--- config.mk ---
export PLATFORM = sky130hd
export DESIGN_NAME = pkt_formatter
export DESIGN_NICKNAME = d
export VERILOG_FILES = /design/src/rtl/pkt_formatter.sv
export SDC_FILE = /design/constraint.sdc
export NUM_CORES = 1
export LEC_CHECK = 0
export BUFFER_PORTS_ARGS = -buffer_cell sky130_fd_sc_hd__clkbuf_2
export CORE_MARGIN = 1
export CORE_UTILIZATION = 40
export DETAILED_ROUTE_END_ITERATION = 8
export PLACE_DENSITY_LB_ADDON = 0.15
export SETUP_SLACK_MARGIN = 0.15
export SLEW_MARGIN = 10
export SYNTH_ARGS = -nofsm -noshare
export SYNTH_HDL_FRONTEND = slang
export SYNTH_SLANG_ARGS = --single-unit
--- constraint.sdc ---
create_clock -name clk -period 4.6 [get_ports clk]
set_clock_uncertainty 0.2 [all_clocks]
set_input_delay 0.92 -clock clk [delete_from_list [all_inputs] [get_ports clk]]
set_output_delay 0.92 -clock clk [all_outputs]
set_load 0.05 [all_outputs]
--- src/rtl/pkt_formatter.sv ---
// Packet formatter: buffers a payload, then streams header, payload and XOR parity to a router.
// Optional build macro PKT_FMT_PAR_INJ_EN adds input par_inj to invert one packet's parity byte.
module pkt_formatter #(
    parameter int GAP_CYCLES = 2
) (
    input  logic       clk,
    input  logic       resetn,
`ifdef PKT_FMT_PAR_INJ_EN
    input  logic       par_inj,
`endif
    input  logic       req_valid,
    input  logic [1:0] req_addr,
    input  logic [5:0] req_len,
    output logic       req_ready,
    input  logic       pl_valid,
    input  logic [7:0] pl_data,
    output logic       pl_ready,
    input  logic       busy,
    output logic       pkt_valid,
    output logic [7:0] data_out,
    output logic       pkt_done,
    output logic       drop
);

    typedef enum logic [2:0] {
        IDLE,
        LOAD,
        HDR,
        PLD,
        PAR,
        GAP
    } state_t;

    localparam logic [5:0] GAP_LAST = 6'(GAP_CYCLES - 1);

    state_t     state_q, state_d;
    logic [1:0] addr_q, addr_d;
    logic [5:0] len_q, len_d;
    logic [5:0] cnt_q, cnt_d;
    logic [7:0] par_q, par_d;
    logic       ready_en_q, ready_en_d;
    logic       drop_q, drop_d;
    logic       done_q, done_d;
    logic       inj_q, inj_d;
    logic       wr_en;
    logic [7:0] par_out;
    logic [7:0] pl_buf [64];

`ifdef PKT_FMT_PAR_INJ_EN
    logic inj_sample;
    assign inj_sample = par_inj;
`else
    logic inj_sample;
    assign inj_sample = 1'b0;
`endif

    assign par_out = inj_q ? ~par_q : par_q;

    // Parity accumulates from the header at accept time, so it is ready when PAR is reached.
    always_comb begin
        state_d    = state_q;
        addr_d     = addr_q;
        len_d      = len_q;
        cnt_d      = cnt_q;
        par_d      = par_q;
        inj_d      = inj_q;
        ready_en_d = 1'b1;
        drop_d     = 1'b0;
        done_d     = 1'b0;
        wr_en      = 1'b0;
        req_ready  = 1'b0;
        pl_ready   = 1'b0;
        pkt_valid  = 1'b0;
        data_out   = 8'h00;

        case (state_q)
            IDLE: begin
                req_ready = ready_en_q;
                if (req_valid && ready_en_q) begin
                    if (req_addr == 2'd3) begin
                        drop_d = 1'b1;
                    end else begin
                        addr_d  = req_addr;
                        len_d   = req_len;
                        cnt_d   = 6'd0;
                        par_d   = {req_len, req_addr};
                        inj_d   = inj_sample;
                        state_d = (req_len == 6'd0) ? HDR : LOAD;
                    end
                end
            end
            LOAD: begin
                pl_ready = 1'b1;
                if (pl_valid) begin
                    wr_en = 1'b1;
                    par_d = par_q ^ pl_data;
                    if (cnt_q == len_q - 6'd1) begin
                        cnt_d   = 6'd0;
                        state_d = HDR;
                    end else begin
                        cnt_d = cnt_q + 6'd1;
                    end
                end
            end
            HDR: begin
                pkt_valid = 1'b1;
                data_out  = {len_q, addr_q};
                if (!busy) begin
                    cnt_d   = 6'd0;
                    state_d = (len_q == 6'd0) ? PAR : PLD;
                end
            end
            PLD: begin
                pkt_valid = 1'b1;
                data_out  = pl_buf[cnt_q];
                if (!busy) begin
                    if (cnt_q == len_q - 6'd1) begin
                        cnt_d   = 6'd0;
                        state_d = PAR;
                    end else begin
                        cnt_d = cnt_q + 6'd1;
                    end
                end
            end
            PAR: begin
                data_out = par_out;
                if (!busy) begin
                    done_d  = 1'b1;
                    cnt_d   = 6'd0;
                    state_d = GAP;
                end
            end
            GAP: begin
                if (cnt_q == GAP_LAST) begin
                    cnt_d   = 6'd0;
                    state_d = IDLE;
                end else begin
                    cnt_d = cnt_q + 6'd1;
                end
            end
            default: begin
                state_d = IDLE;
                cnt_d   = 6'd0;
            end
        endcase
    end

    assign drop     = drop_q;
    assign pkt_done = done_q;

    // ready_en_q keeps req_ready low until the first edge after reset is released.
    always_ff @(posedge clk or negedge resetn) begin
        if (!resetn) begin
            state_q    <= IDLE;
            addr_q     <= 2'd0;
            len_q      <= 6'd0;
            cnt_q      <= 6'd0;
            par_q      <= 8'h00;
            inj_q      <= 1'b0;
            ready_en_q <= 1'b0;
            drop_q     <= 1'b0;
            done_q     <= 1'b0;
        end else begin
            state_q    <= state_d;
            addr_q     <= addr_d;
            len_q      <= len_d;
            cnt_q      <= cnt_d;
            par_q      <= par_d;
            inj_q      <= inj_d;
            ready_en_q <= ready_en_d;
            drop_q     <= drop_d;
            done_q     <= done_d;
        end
    end

    // Payload storage deliberately survives reset.
    always_ff @(posedge clk) begin
        if (wr_en) begin
            pl_buf[cnt_q] <= pl_data;
        end
    end

endmodule

Word level (Yosys, flattened, before mapping)
Memory sizes are Yosys's and may differ from the RTL's.
Index checks and enable logic that the tools add are counted.
- register bits: 28
- memory bits (writable): 512
- input bits: 21
- logic and storage cells: 79
- memories: 1
- memory list (memory ; depth ; width ; read ports ; clocked after Yosys merged registers in ; wr ports ; RTL line ; text):
    pl_buf ; 64 ; 8 ; 1 ; 0 ; 1 ; 47 ; logic [7:0] pl_buf [64];
- add/subtract/negate cells: 2
- equal/unequal tests: 18
- mux-type cells: 37
- bitwise operators: 2
- reduce and logical (&&, ||, !) cells: 11
- operators with widths (operator ; count):
    two-way mux 6 bit ; 7
    two-way mux 3 bit ; 10
    case mux 6 bit (5 select lines) ; 1
    two-way mux 8 bit ; 3
    case mux 8 bit (3 select lines) ; 1
    != test 2 bit (second input constant) ; 10
    case mux 3 bit (6 select lines) ; 1
    case mux 8 bit (2 select lines) ; 1
    zero test 6 bit ; 2
    two-way mux 1 bit ; 12
    AND reduction 9 bit ; 1
    bitwise XOR 8 bit ; 1
    adder 6 x 1 -> 6 bit (second input constant) ; 1
    == test 3 x 2 -> 1 bit (second input constant) ; 2
    == test 3 bit (second input constant) ; 2
    == test 6 x 1 -> 1 bit (second input constant) ; 1
    == test 6 bit ; 1
    subtractor 6 x 1 -> 6 bit (second input constant) ; 1
    AND reduction 5 bit ; 1
    AND reduction 4 bit ; 1
    OR reduction 2 bit ; 2
    == test 3 x 1 -> 1 bit (second input constant) ; 1
    zero test 3 bit ; 1
    AND reduction 3 bit ; 1
    5 further kinds ; 5

Logic depth before layout (Yosys ltp)
Gate-level depths: netlist of the first run.
- depth in word-level cells: 5
- mapped depth: 11
- depth with buffers taken out: 8

Worst setup path after synthesis of the first run
Ideal clock, no wire load.
- path type: reg2out
- start: register state_q[1]
- end: output port data_out[1]
- data arrival time: 2711 ps
- path slack: 769 ps
- cell stages (with the launch flop): 9
- buffers on the path: 2
- cells stage by stage: dfrtp_1 -> clkbuf_1 -> inv_1 -> nor2_1 -> clkbuf_1 -> a22oi_1 -> o22ai_1 -> nor4_1 -> a31oi_1
- longest elaborated chain between the ends: 2
- RTL lines (item ; RTL line ; text):
    start: declaration ; 36 ; state_t state_q, state_d;
    start signal: assignment ; 164 ; state_q <= state_d;
    == test 3 bit / == test 3 x 2 -> 1 bit (equally long branches) ; 76 ; case (state_q)
    case mux 8 bit (3 select lines) * ; 76 ;
    end: declaration ; 20 ; output logic [7:0] data_out,
Mark *: on every way between the ends. The rest lies on a longest branch, timed or not.

Final worst setup path of the first run
- start: register cnt_q[2]
- end: output port data_out[5]
- longest elaborated chain between the ends: 2
- RTL lines (item ; RTL line ; text):
    start: declaration ; 39 ; logic [5:0] cnt_q, cnt_d;
    start signal: assignment ; 167 ; cnt_q <= cnt_d;
    memory (64 x 8 bit) ; -- ;
    case mux 8 bit (3 select lines) ; 76 ;
Every way passes these cells.

==> qor.yml, run 1 <==
status: "complete, no violations"
via_count: 13805
yosys_warnings: 0
met3_length_mm: 5.484
synthCells: 1352
grt_pass1_wl_mm: 98.21
clkLatencyLatePin_ps: 620
syn_nets: 1376
max-slew-margin-rel: 0.1782
cts_tree: "built"
vdd.ir_drop.worst_v: 0.0003933
fin_area_sq_mm: 0.02716
area_delta_synth_final_pct: 24.22
diodes: 0
routed_via_density: 5.989
power_mw: 16.05
path_cells: "buf_6 -> buf_4 -> buf_8 -> nand2b_1 -> o32ai_1 -> a311oi_1 -> o22ai_2 -> nor4_2 -> buf_4 -> o22ai_2 -> clkbuf_16"
setup_slack_ps: 100.2
dieArea_sq_mm: 0.05559
startpoint_type: "flip-flop"
critPathRequiredTime_ps: 3480
root_buffer: "clkbuf_16"
wl_met2_mm: 32.19
cpPeakStageDelay_ps: 560
synth.cell_area_sq_mm: 0.02186
period_share: 0.9782
critPathSlowestCell: "dfrtp_4"
fin_cells: 2305
clock_sinks: 540
wl_met1_mm: 29.56
drt_pass1_iterations: 5
setup_violations: 0
fp.dieH_microns: 235.8
nNetsFinal: 1591
synth_seq_cells: 540
synth_edf_count: 512
cts_made_buffers: 57
drtIter0Drc: 1570
die_w_microns: 235.8
finalMaxSlewViolations: 0
routed_wl_mm: 69.48
worstMarginPinSlew_ps: 1233
cp-end-kind: "primary output"
top_layer: "met4"
timing.hold.ws_ps: 154.4
rows: 85
fmax_ghz: 0.2222
period_needed_ps: 4500
power.density_mw_per_mm2: 591.0
place_ws_ps: -15.55
hold_viol: 0
clockBufferDepth: 3
tns_ps: 0
mostFrequentLayoutCells: "512 x edfxtp_1, 160 x buf_4, 99 x nor2_1"
placedCellCount: 2122
maxCapViolations: 0
drt.antenna.violating_nets: 0
grt_pass1_vias: 13324
place_hpwl_mm: 43.08
htreeDepth: 2
drive_gt1_frac: 0.2971
nFillCells: 4534
p_leak_nw: 9.067
antenna_found_initial: 0
cp.arrival_ps: 3380
ys_seq_area_frac: 0.7353
path_class: "reg2out"
post-route-util: 0.5037
min_path_type: "in2async"
rsz0062_at_grt: "yes"
core_sq_mm: 0.05392
async_reset_ff_frac: 0.05185
grt_usage: 0.2474
start_util: 0.4055
grt.overflow.total: 0
multi_input_area_sq_mm: 0.005901
crit_family: "buffers and inverters"
crit_buf_inv: 5
place_congestion: 0.8784
yosysTopAreaCell: "edfxtp_1"
mostFrequentLayoutCell: "edfxtp_1"
cts_hold_buffers: 0
path_max_fanout: 14
io_pins: 34
detail_route.wl_per_cell_microns: 30.14
synth_top_area_share: 0.7033
seqCellArea_sq_mm: 0.01609
clkSlewWorstSetupHoldPaths_ps: 70
yosysUniqueCellTypes: 67
grt_start_max_net_pins: 48
drcViolationCount: 0
postPlaceCellArea_sq_mm: 0.02366
ys.flop_type: "edfxtp_1"
synthTopCellsByArea: "edfxtp_1 70%, mux2i_1 3.5%, dfrtp_1 3.2%"
avgSynthCellArea_sq_um: 16.17
port_buffers: 33
-- final timing paths --
path | endpoint | slack (ps) | cells after the start | from
max | data_out[5] | 100 | 11 | cnt_q[2]
min | ready_en_q | 150 | 1 | resetn
max reg2reg | pl_buf[47][0] | 740 | 4 | state_q[1]
min reg2reg | addr_q[0] | 320 | 1 | addr_q[0]
max in group asynchronous | cnt_q[0] | 3470 | 1 | resetn
min in group clk | pkt_done | 300 | 2 | busy
-- final cells by class --
cell class,count,share of cell area
flip-flops and latches,540,0.5924
multi-input cells,713,0.2173
repair buffers,245,0.08952
clock buffers,69,0.05496
well taps,696,0.03207
clock inverters,32,0.01235
inverters,10,0.001474
-- synthesized netlist by cell type (11+ instances only) --
master / number
mux4_2: 29
buf_2: 26
o22ai_1: 27
clkbuf_1: 47
a22o_1: 15
a221o_1: 21
dfrtp_1: 28
a221oi_1: 43
mux2i_1: 76
o21ai_0: 44
nand2_1: 56
o221ai_1: 11
edfxtp_1: 512
nand3_1: 28
a21oi_1: 47
mux2_1: 16
a22oi_1: 35
mux2_2: 27
nand2b_1: 11
nor2_1: 101
nor3_1: 22
-- per-layer routing --
layer,vias up,track usage
li1,5890,-
met1,7158,0.3462
met2,637,0.3840
met3,120,0.05348
met4,0,0.08299
met5,-,0
-- report_power, final --
part / internal (mW) / total, mW / switching, mW
combinational: 2.51 / 5.78 / 3.27
sequential: 5.52 / 5.68 / 0.157
clock: 2.64 / 4.59 / 1.95
total: 10.7 / 16.1 / 5.37
-- registers in the layout (all words and copies together), names as in the netlist --
name	count
cnt_q	6
state_q	3
ready_en_q	1
pkt_done	1
drop	1
par_q	8
addr_q	2
len_q	6
pl_buf	512
-- what timing repair did --
action	CTS	global route
setup endpoints to repair	8	8
gates cloned	3	3
pin swaps	19	42
buffers inserted	40	36
gates resized for setup	101	67
-- cells by family (layout without fill, tap and decap cells) --
logic type,Yosys count,after routing,synth area share
flip-flops,540,540,0.7353
other,1,1,0.0001715
adder cells (fa/ha/maj),3,3,0.001717
XOR/XNOR,8,8,0.003205
AND/OR/NAND/NOR,250,250,0.05122
buffers and inverters,99,356,0.02072
multiplexers,148,148,0.08682
AO/OA/AOI/OAI,303,303,0.1008
Power figures use the tool's default switching activity.
==> run 2, diff against run 1 <==
--- a/config.mk
+++ b/config.mk
@@ -8,6 +8,7 @@
 export BUFFER_PORTS_ARGS = -buffer_cell sky130_fd_sc_hd__clkbuf_2
 export CORE_MARGIN = 1
 export CORE_UTILIZATION = 40
+export CTS_BUF_LIST = sky130_fd_sc_hd__clkbuf_8
 export DETAILED_ROUTE_END_ITERATION = 8
 export PLACE_DENSITY_LB_ADDON = 0.15
 export SETUP_SLACK_MARGIN = 0.15
==> qor.yml, run 2 (synthesized netlist as in run 1, its figures left out) <==
drive_gt1_frac: 0.2955  # was 0.2971
wl_met2_mm: 32.22  # was 32.19 mm
cp.arrival_ps: 3420  # was 3380 ps
core_sq_mm: 0.05392  # unchanged
postPlaceCellArea_sq_mm: 0.02366  # unchanged
multi_input_area_sq_mm: 0.005861  # was 0.005901 sq mm
path_max_fanout: 8  # was 14
clkSlewWorstSetupHoldPaths_ps: 60  # was 70 ps
drt_pass1_iterations: 5  # unchanged
status: "complete, no violations"  # unchanged
dieArea_sq_mm: 0.05559  # unchanged
drcViolationCount: 0  # unchanged
clockBufferDepth: 3  # unchanged
reg2reg_depth: 4  # unchanged
nFillCells: 4577  # was 4534
fmax_ghz: 0.2201  # was 0.2222 GHz
routed_via_density: 5.903  # was 5.989
wl_met1_mm: 29.69  # was 29.56 mm
drtIter0Drc: 1621  # was 1570
mostFrequentLayoutCell: "edfxtp_1"  # unchanged
timing.hold.ws_ps: 99.98  # was 154.4 ps
fp.dieH_microns: 235.8  # unchanged
cp-end-kind: "primary output"  # unchanged
power.density_mw_per_mm2: 577.7  # was 591.0 mW/mm^2
top_layer: "met4"  # unchanged
place_congestion: 0.8784  # unchanged
drt.antenna.violating_nets: 0  # unchanged
met3_length_mm: 5.516  # was 5.484 mm
clock_sinks: 540  # unchanged
r2r_end: "pl_buf[47][7]"  # was pl_buf[47][0]
maxCapViolations: 0  # unchanged
path_class: "reg2out"  # unchanged
area_delta_synth_final_pct: 23.09  # was 24.22%
seqCellArea_sq_mm: 0.01609  # unchanged
min_path_type: "in2async"  # unchanged
max-slew-margin-rel: 0.1736  # was 0.1782
reg2reg_slack_ps: 770  # was 740 ps
regMostFlops: "pl_buf"  # unchanged
grt_pass1_wl_mm: 99.95  # was 98.21 mm
finalMaxSlewViolations: 0  # unchanged
critPathRequiredTime_ps: 3480  # about the same
clkLatencyLatePin_ps: 680  # was 620 ps
io_pins: 34  # unchanged
port_buffers: 33  # unchanged
worstMarginPinSlew_ps: 1240  # was 1233 ps
setup_violations: 0  # unchanged
root_buffer: "clkbuf_8"  # was clkbuf_16
mostFrequentLayoutCells: "512 x edfxtp_1, 148 x buf_4, 100 x nor2_1"  # was 512 x edfxtp_1, 160 x buf_4, 99 x nor2_1
htreeDepth: 3  # was 2
routed_wl_mm: 69.53  # was 69.48 mm
fin_area_sq_mm: 0.02691  # was 0.02716 sq mm
largest_reg_flops: 512  # unchanged
rows: 85  # unchanged
period_needed_ps: 4543  # was 4500 ps
via_count: 13937  # was 13805
nNetsFinal: 1615  # was 1591
antenna_found_initial: 1  # was 0
grt_start_max_net_pins: 48  # unchanged
r2r-start: "state_q[1]"  # unchanged
grt_usage: 0.2517  # was 0.2474
grt.overflow.total: 0  # unchanged
detail_route.wl_per_cell_microns: 29.45  # was 30.14 microns
vdd.ir_drop.worst_v: 0.0002775  # was 0.0003933 V
p_leak_nw: 9.102  # was 9.067 nW
start_util: 0.4055  # unchanged
cts_tree: "built"  # unchanged
startpoint_type: "flip-flop"  # unchanged
cts_made_buffers: 92  # was 57
place_hpwl_mm: 43.08  # unchanged
hold_viol: 0  # unchanged
grt_pass1_vias: 13794  # was 13324
die_w_microns: 235.8  # unchanged
diodes: 0  # unchanged
largestRegisters: "pl_buf x512, par_q x8"  # unchanged
period_share: 0.9875  # was 0.9782
worstSetupEndpoint: "data_out[7]"  # was data_out[5]
startpoint: "cnt_q[0]"  # was cnt_q[2]
rsz0062_at_grt: "yes"  # unchanged
run 2: cell count changes in the layout (fill, tap and decap cells not counted), sizes merged:
| cell | before | now |
|---|---|---|
| clkinvlp | 3 | 2 |
| buf | 213 | 203 |
| clkinv | 21 | 35 |
| bufbuf | 2 | 4 |
| inv | 12 | 41 |
| bufinv | 6 | 4 |
| clkbuf | 99 | 123 |
run 2: metal layers:
layer,vias up,GRT usage
met5,-,0
met1,7193,0.3506
met2,642,0.3903
li1,5964,-
met3,138,0.05723
met4,0,0.08437
run 2: timing repair:
action,CTS,global route
gates resized for setup,137,29
pin swaps,31,10
endpoints found under the setup margin,8,8
cloned,4,1
buffers inserted,56,10
hold buffers,0,0
run 2: stage by stage:
stage	TNS, ps	cells	power, mW	util	worst slack (ps)
after detailed placement	-15.55	2122	10.19	0.4388	-15.55
after floorplan	0	1352	8.294	-	768.6
final	0	2361	15.55	0.4991	57.36
after CTS	0	2350	15.36	0.4945	61.13
after global routing	-38.38	2361	16.06	0.4991	-18.68
after global placement	-104.4	2122	10.16	0.4388	-104.4
run 2: worst min-delay path by stage:
stage / from / endpoint / slack, ps / cells past startpoint
final: resetn / state_q[0] / 100 / 1
after global routing: resetn / ready_en_q / 120 / 1
after CTS: resetn / cnt_q[4] / 70 / 1
after detailed placement: addr_q[0] / addr_q[0] / 300 / 1
after global placement: addr_q[0] / addr_q[0] / 300 / 1
after floorplan: addr_q[0] / addr_q[0] / 280 / 1
run 2: critical path, stage by stage, from the launching register on:
cell and delay (ps):
dfrtp_4 510, buf_12 170, buf_6 120, nor2b_4 170, buf_12 140, a221o_1 330
a21oi_2 260, o221ai_2 200, a2111oi_4 410, buf_4 200, o22ai_4 60, buf_8 170
run 2: where the power goes:
part           leakage, nW  total [mW]  internal (mW)  switching (mW)
clock network        0.992        4.13           2.16            1.97
registers             4.94        5.69           5.53           0.159
logic                 3.17        5.73           2.48            3.26
total                 9.10        15.5           10.2            5.38
run 2: cell type report:
type                       count  share of cell area
clock buffer                  96             0.04910
sequential                   540              0.5978
clock inverter                72             0.01525
tap                          696             0.03236
multi-input combinational    713              0.2178
inverter                      10            0.001674
timing repair buffer         234             0.08602
